[config.mk]
export PLATFORM = sky130hd
export DESIGN_NAME = alu_result_buffer
export DESIGN_NICKNAME = d
export VERILOG_FILES = /design/src/rtl/alu_result_buffer.sv
export SDC_FILE = /design/constraint.sdc
export NUM_CORES = 1
export LEC_CHECK = 0
export BUFFER_PORTS_ARGS = -buffer_cell sky130_fd_sc_hd__buf_2
export CORE_MARGIN = 2
export CORE_UTILIZATION = 55
export CTS_CLUSTER_SIZE = 12
export DETAILED_ROUTE_END_ITERATION = 12
export GPL_ROUTABILITY_DRIVEN = 0
export GPL_TIMING_DRIVEN = 1
export PLACE_DENSITY = 0.76
export SKIP_LAST_GASP = 1
export SYNTH_ARGS = -nofsm -noshare
export SYNTH_HDL_FRONTEND = slang
export SYNTH_SLANG_ARGS = --single-unit
[constraint.sdc]
create_clock -name clk -period 4.2 [get_ports clk]
set_input_delay 1.26 -clock clk [delete_from_list [all_inputs] [get_ports clk]]
set_output_delay 1.26 -clock clk [all_outputs]
set_load 0.02 [all_outputs]
[src/rtl/alu_result_buffer.sv]
// alu_result_buffer: first-word-fall-through result FIFO between the ALU
// result bus and a valid/ready reader. It reports occupancy and keeps a
// sticky flag that records any write dropped because the queue was full.
module alu_result_buffer #(
    parameter int DATA_WIDTH = 8,
    parameter int DEPTH      = 4
) (
    input  logic                       clk,
    input  logic                       reset,
    input  logic [DATA_WIDTH-1:0]      in_data,
    input  logic                       load,
    output logic [DATA_WIDTH-1:0]      out_data,
    output logic                       out_valid,
    input  logic                       out_ready,
    output logic [$clog2(DEPTH):0]     count,
    output logic                       full,
    output logic                       empty,
    output logic                       overflow,
    input  logic                       clear_overflow
);

    localparam int AW = $clog2(DEPTH);
    localparam int CW = AW + 1;

    logic [DATA_WIDTH-1:0] mem [DEPTH];
    logic [AW-1:0]         wr_ptr;
    logic [AW-1:0]         rd_ptr;
    logic                  pop;
    logic                  wr_acc;
    logic                  drop;

    // A pop in the same cycle frees a slot, so a write to a full queue is
    // accepted when it coincides with a pop.
    assign full     = (count == CW'(DEPTH));
    assign empty    = (count == '0);
    assign pop      = out_valid && out_ready;
    assign wr_acc   = load && (!full || pop);
    assign drop     = load && full && !pop;

    // The head entry comes from registered state only. It is masked to 0
    // when the queue is empty, so stale storage never shows on the output.
    assign out_valid = !empty;
    assign out_data  = empty ? '0 : mem[rd_ptr];

    // Storage write. Entries are not reset because the output is masked
    // while the queue is empty. A load during reset is ignored.
    always_ff @(posedge clk) begin
        if (!reset && wr_acc)
            mem[wr_ptr] <= in_data;
    end

    // Pointers, occupancy and the sticky overflow flag. If a write is
    // dropped in the same cycle as a clear, the set takes priority.
    always_ff @(posedge clk) begin
        if (reset) begin
            wr_ptr   <= '0;
            rd_ptr   <= '0;
            count    <= '0;
            overflow <= 1'b0;
        end else begin
            if (wr_acc)
                wr_ptr <= wr_ptr + AW'(1);
            if (pop)
                rd_ptr <= rd_ptr + AW'(1);
            if (wr_acc && !pop)
                count <= count + CW'(1);
            else if (pop && !wr_acc)
                count <= count - CW'(1);
            if (drop)
                overflow <= 1'b1;
            else if (clear_overflow)
                overflow <= 1'b0;
        end
    end

endmodule

==> results.json, run 1 <==
{
  "synth_cells": 106,
  "timing.fmax_mhz": 318,
  "die-area_um2": 3620,
  "nFillCells": 241,
  "avgRoutedWirePerCell_um": 15.1,
  "grt-ovfl-total": 0,
  "status": "completed",
  "cts_hold_repair.buffers": 0,
  "worstSkewPairLatency_ns": 0.34,
  "setup_viol": 0,
  "period_minus_slack_ns": 3.14,
  "critPathSlowestCell": "dfxtp_1",
  "path_cells": "mux4_2 -> nor2b_1 -> buf_2",
  "die_x_um": 60.2,
  "syn_area_per_cell_um2": 16.4,
  "grt_util_met3": 0.0649,
  "synth.largest_area_cell": "edfxtp_1",
  "cp_data_arrival_time_ns": 1.88,
  "htree_levels": 2,
  "cts.sinks": 42,
  "p_int_mw": 0.753,
  "numCtsBuffers": 5,
  "hp-start": "overflow",
  "synth_nets": 125,
  "synth_async_sr_flop_share": 0,
  "drt_iter0_markers": 30,
  "layout.nets": 160,
  "first_pass_iters": 4,
  "fin_skew_ns": 0.0115,
  "grtUsageMet1": 0.228,
  "worstPathMaxFanout": 8,
  "routed-via-count": 960,
  "r2r_cells": 9,
  "combPwrFrac": 0.377,
  "worst_setup_path_end_kind": "output pin",
  "drv_slew": 0,
  "drt-total-wl_mm": 2.81,
  "port-buffer-count": 27,
  "start_util": 0.573,
  "power.share.clock": 0.157,
  "ir_drop_uv": 412,
  "grt_start_max_net_pins": 16,
  "grt_pass1_wl_mm": 4.57,
  "dp_cells": 178,
  "n_antenna_cell": 0,
  "crit_cells": 3,
  "reg2reg_from": "count[2]",
  "hold_depth": 2,
  "seqPwrFrac": 0.466,
  "critPathTopFamily": "flip-flops",
  "slew_headroom": 0.640,
  "yosysWarnings": 0,
  "fp.dieH_um": 60.2,
  "multiInputGateArea_um2": 536,
  "ys_seq_area_frac": 0.669,
  "grt_pass1_vias": 981,
  "cts.clk_slew.worst_paths_ns": 0.11,
  "viasPerCell": 5.16,
  "p_sw_mw": 0.417,
  "max_cap_violations": 0,
  "synth_cell_types": 26,
  "ant_nets": 0,
  "layout-drive-gt1-share": 0.352,
  "syn_to_final_growth_pct": 15.0,
  "post-cts-setup-buffer-count": 0,
  "drc": 0,
  "io_pins": 28,
  "final_cells": 186,
  "cp.required_ns": 2.94,
  "row_count": 20,
  "rsz0062_at_grt": "no",
  "cts_resized": 0,
  "crit_buf_inv": 1,
  "register_area_um2": 1160,
  "power.leakage_nw": 0.754,
  "track_usage": 0.185,
  "worst_slew_pin_slew_ns": 0.539,
  "swShare": 0.356,
  "root_buffer": "clkbuf_4",
  "hold_viol_final": 0,
  "startpoint_type": "register",
  "final_util": 0.659,
  "finalSetupTns_ns": 0,
  "cts_tree": "done",
  "fin_crit_sh": 0.748,
  "synth_edf_count": 32,
  "synth_top_area_share": 0.554,
  "grt.busiest_layer": "met2",
  "fp.coreArea_um2": 3030,
  "synthesis.area_um2": 1740,
  "ys_ff_latch": 42,
  "critPathMaxStageDelay_ns": 0.68,
  "met2_usage": 0.293,
  "clk_path_buf_depth": 2,
  "synth.top_cells.by_area": "edfxtp_1, dfxtp_1, mux4_2",
  "hp-class": "reg2reg",
  "power_density_nw_per_um2": 586,
  "place_hpwl_mm": 2.07,
  "critical_path_class": "reg2out",
  "antenna_found_initial": 0,
  "ys.flop_type": "edfxtp_1"
}
area by class of cell:
type | count | share of cell area
well taps | 44 | 0.0276
inverters | 6 | 0.0113
multi-input cells | 54 | 0.268
flip-flops and latches | 42 | 0.582
repair buffers | 32 | 0.0865
clock buffers | 8 | 0.0245
registers in the layout, summed over array words and instances (netlist names), named ones only:
register / cells
count: 3
mem: 32
overflow: 1
rd_ptr: 2
wr_ptr: 2
final timing paths:
kind            endpoint  slack (ns)
max          out_data[2]        1.06
min reg2reg     overflow        0.48
max reg2reg     count[2]        1.91
min             overflow        0.48
Yosys cell counts (3+ instances only):
library cell  number
mux4_2             8
dfxtp_1           10
clkbuf_1           3
ha_1               5
a21oi_1            3
nor2_1             6
nand2b_1           3
nor2b_1            8
xor2_1             3
nor3b_1            4
edfxtp_1          32
inv_1              5
stage by stage:
step | power [mW] | instance area [um^2] | worst slack (ns) | hold WS [ns]
after floorplan | 0.863 | 1740 | 1.47 | 0.459
final | 1.17 | 2000 | 1.06 | 0.483
after CTS | 1.19 | 2000 | 0.988 | 0.487
after detailed placement | 1.01 | 1950 | 1.21 | 0.471
after global routing | 1.25 | 2000 | 0.891 | 0.509
after global placement | 0.993 | 1950 | 1.29 | 0.452
placed cells by master, fill, tap and decap left out, types with 4 or more instances in the layout:
cell type  synthesis  layout
nor2b_1            8       8
inv_1              5       5
buf_4              0       5
nor3b_1            4       4
clkbuf_4           0       5
ha_1               5       5
nor2_1             6       6
edfxtp_1          32      32
mux4_2             8       8
buf_2              1      27
dfxtp_1           10      10
power by group through the flow:
| stage | Clock [mW] | Combinational, mW | Sequential [mW] |
|---|---|---|---|
| 2_1_floorplan | 0 | 0.321 | 0.542 |
| 3_3_place_gp | 0 | 0.438 | 0.554 |
| 3_5_place_dp | 0 | 0.449 | 0.557 |
| 4_1_cts | 0.191 | 0.450 | 0.548 |
| 5_1_grt | 0.211 | 0.485 | 0.556 |
| 6_report | 0.184 | 0.441 | 0.545 |
layer usage:
metal	up-vias	part of all wire	routed length, um
li1	461	-	-
met1	467	0.43	1200
met2	26	0.51	1420
met3	6	0.049	137
met4	0	0.018	50
met5	-	0	0
logic make-up (layout without fill, tap and decap cells):
family	count (synthesis)	count (layout)	synth area share
AOI/OAI and AO/OA	7	7	0.0281
xor gates and xnor gates	3	3	0.0151
adders and majority gates	6	6	0.0476
buffers and inverters	10	46	0.0223
DFF	42	42	0.669
muxes	11	11	0.124
and+or+nand+nor	27	27	0.0937
worst reg2reg max path: stages (launching register included):
cell     delay, ns
dfxtp_1       0.43
or3b_4        0.43
o21ai_4       0.20
inv_2         0.09
ha_1          0.22
inv_1         0.07
fa_1          0.17
xor2_1        0.07
or3_2         0.41
a21oi_1       0.14
Note: power is estimated with default switching activity, not from simulation.
==> run 2: changes to the inputs <==
- clock period: 4.2 -> 3.3 ns (I/O delays scaled with it)
==> run 2 against run 1 <==
Clock skew down 0.0031 ns; hold slack worse by 0.0050 ns; register-to-register slack worse by 0.92 ns; final cell count unchanged; core utilization unchanged; total power up 27%; sequential share of layout area unchanged; critical path type unchanged; critical endpoint unchanged; critical path depth unchanged; setup slack worse by 0.62 ns; final area unchanged.
==> results.json, run 2 (synthesis results as in run 1) <==
{
  "status": "completed",
  "final.setup.worst_slack_ns": 0.438,
  "worstSkewPairLatency_ns": 0.34,
  "max_cap_violations": 0,
  "rsz0062_at_grt": "no",
  "syn_to_final_growth_pct": 15.0,
  "critPathTopFamily": "flip-flops",
  "place_hpwl_mm": 1.99,
  "ant_nets": 0,
  "startpoint_type": "register",
  "final_cells": 186,
  "path_cells": "mux4_2 -> nor2b_1 -> buf_2",
  "finalSetupTns_ns": 0,
  "antenna_found_initial": 0,
  "grt_pass1_vias": 969,
  "routed-via-count": 976,
  "grt_start_max_net_pins": 16,
  "largest_reg_flops": 32,
  "worstPathMaxFanout": 8,
  "die-area_um2": 3620,
  "grt-ovfl-total": 0,
  "worst_setup_path_end_kind": "output pin",
  "worst_slew_pin_slew_ns": 0.544,
  "viasPerCell": 5.25,
  "row_count": 20,
  "crit_buf_inv": 1,
  "track_usage": 0.171,
  "drt_iter0_markers": 11,
  "io_pins": 28,
  "grt_pass1_wl_mm": 4.33,
  "power_density_nw_per_um2": 746,
  "drv_slew": 0,
  "fin_crit_sh": 0.867,
  "die_x_um": 60.2,
  "place_ws_ns": 0.577,
  "reg_top3": "mem x32, count x3",
  "clk_path_buf_depth": 2,
  "hold_viol_final": 0,
  "cts.clk_slew.worst_paths_ns": 0.11,
  "final_common_cell": "edfxtp_1",
  "n_antenna_cell": 0,
  "layout-drive-gt1-share": 0.352,
  "cp.required_ns": 2.31,
  "cts_tree": "done",
  "setup_viol": 0,
  "power.leakage_nw": 0.756,
  "critical_path_class": "reg2out",
  "drc": 0,
  "slew_headroom": 0.637,
  "first_pass_iters": 3,
  "period_minus_slack_ns": 2.86,
  "fp.dieH_um": 60.2,
  "hp-class": "reg2reg",
  "start_util": 0.573,
  "dp_cells": 178,
  "root_buffer": "clkbuf_4",
  "post-cts-setup-buffer-count": 0,
  "layout.nets": 160,
  "avgRoutedWirePerCell_um": 14.8,
  "timing.fmax_mhz": 349,
  "critPathSlowestCell": "dfxtp_1",
  "power_mw": 1.49,
  "drt-total-wl_mm": 2.76,
  "htree_levels": 2,
  "ir_drop_uv": 505,
  "top_register": "mem",
  "layout_common_cells": "edfxtp_1, buf_2, dfxtp_1, mux4_2, nor2b_1",
  "cp_data_arrival_time_ns": 1.87,
  "fp.coreArea_um2": 3030,
  "fin_skew_ns": 0.00842,
  "cts_hold_repair.buffers": 0,
  "cts_resized": 0,
  "port-buffer-count": 27,
  "cts.sinks": 42,
  "numCtsBuffers": 5,
  "critPathMaxStageDelay_ns": 0.68
}
==> run 2: cell count changes in the layout (fill, tap and decap cells not counted), sizes merged <==
cell    change
clkbuf      -3
clkinv      +3
==> run 2: through the flow <==
step | hold WS [ns] | instance area [um^2] | util
2_1_floorplan | 0.459 | 1740 | -
3_3_place_gp | 0.452 | 1950 | 0.643
3_5_place_dp | 0.467 | 1950 | 0.643
4_1_cts | 0.482 | 2000 | 0.659
5_1_grt | 0.492 | 2000 | 0.659
6_report | 0.478 | 2000 | 0.659
==> run 2: worst min-delay path: stages, from the launching register on <==
cell and delay, ns:
dfxtp_1 0.32, nand2b_1 0.06, a21oi_1 0.05
==> run 2: worst paths after layout <==
path | start | endpoint | slack [ns] | cells after the start
max | register | out_data[2] | 0.44 | 3
min | overflow | overflow | 0.48 | 2
max reg2reg | count[2] | count[2] | 0.99 | 9
min reg2reg | overflow | overflow | 0.48 | 2
==> run 2: layer usage <==
layer,part of all wire,up-vias,global-route usage
met5,0,-,0
met4,0.017,0,0.0889
met3,0.033,8,0.0390
met2,0.51,20,0.289
met1,0.44,487,0.204
li1,-,461,-
==> run 2: area by class of cell <==
class | instances | area (um^2)
clock inverter | 3 | 11.3
timing repair buffer | 32 | 173
sequential | 42 | 1160
fill | 227 | 1030
inverter | 6 | 22.5
tap | 44 | 55.1
clock buffer | 5 | 37.5
multi-input combinational | 54 | 536
==> run 2: report_power, final <==
group          internal, mW  switching, mW  leakage [nW]
Combinational         0.252          0.315         0.355
Clock                0.0761          0.152        0.0277
Sequential            0.623         0.0714         0.373
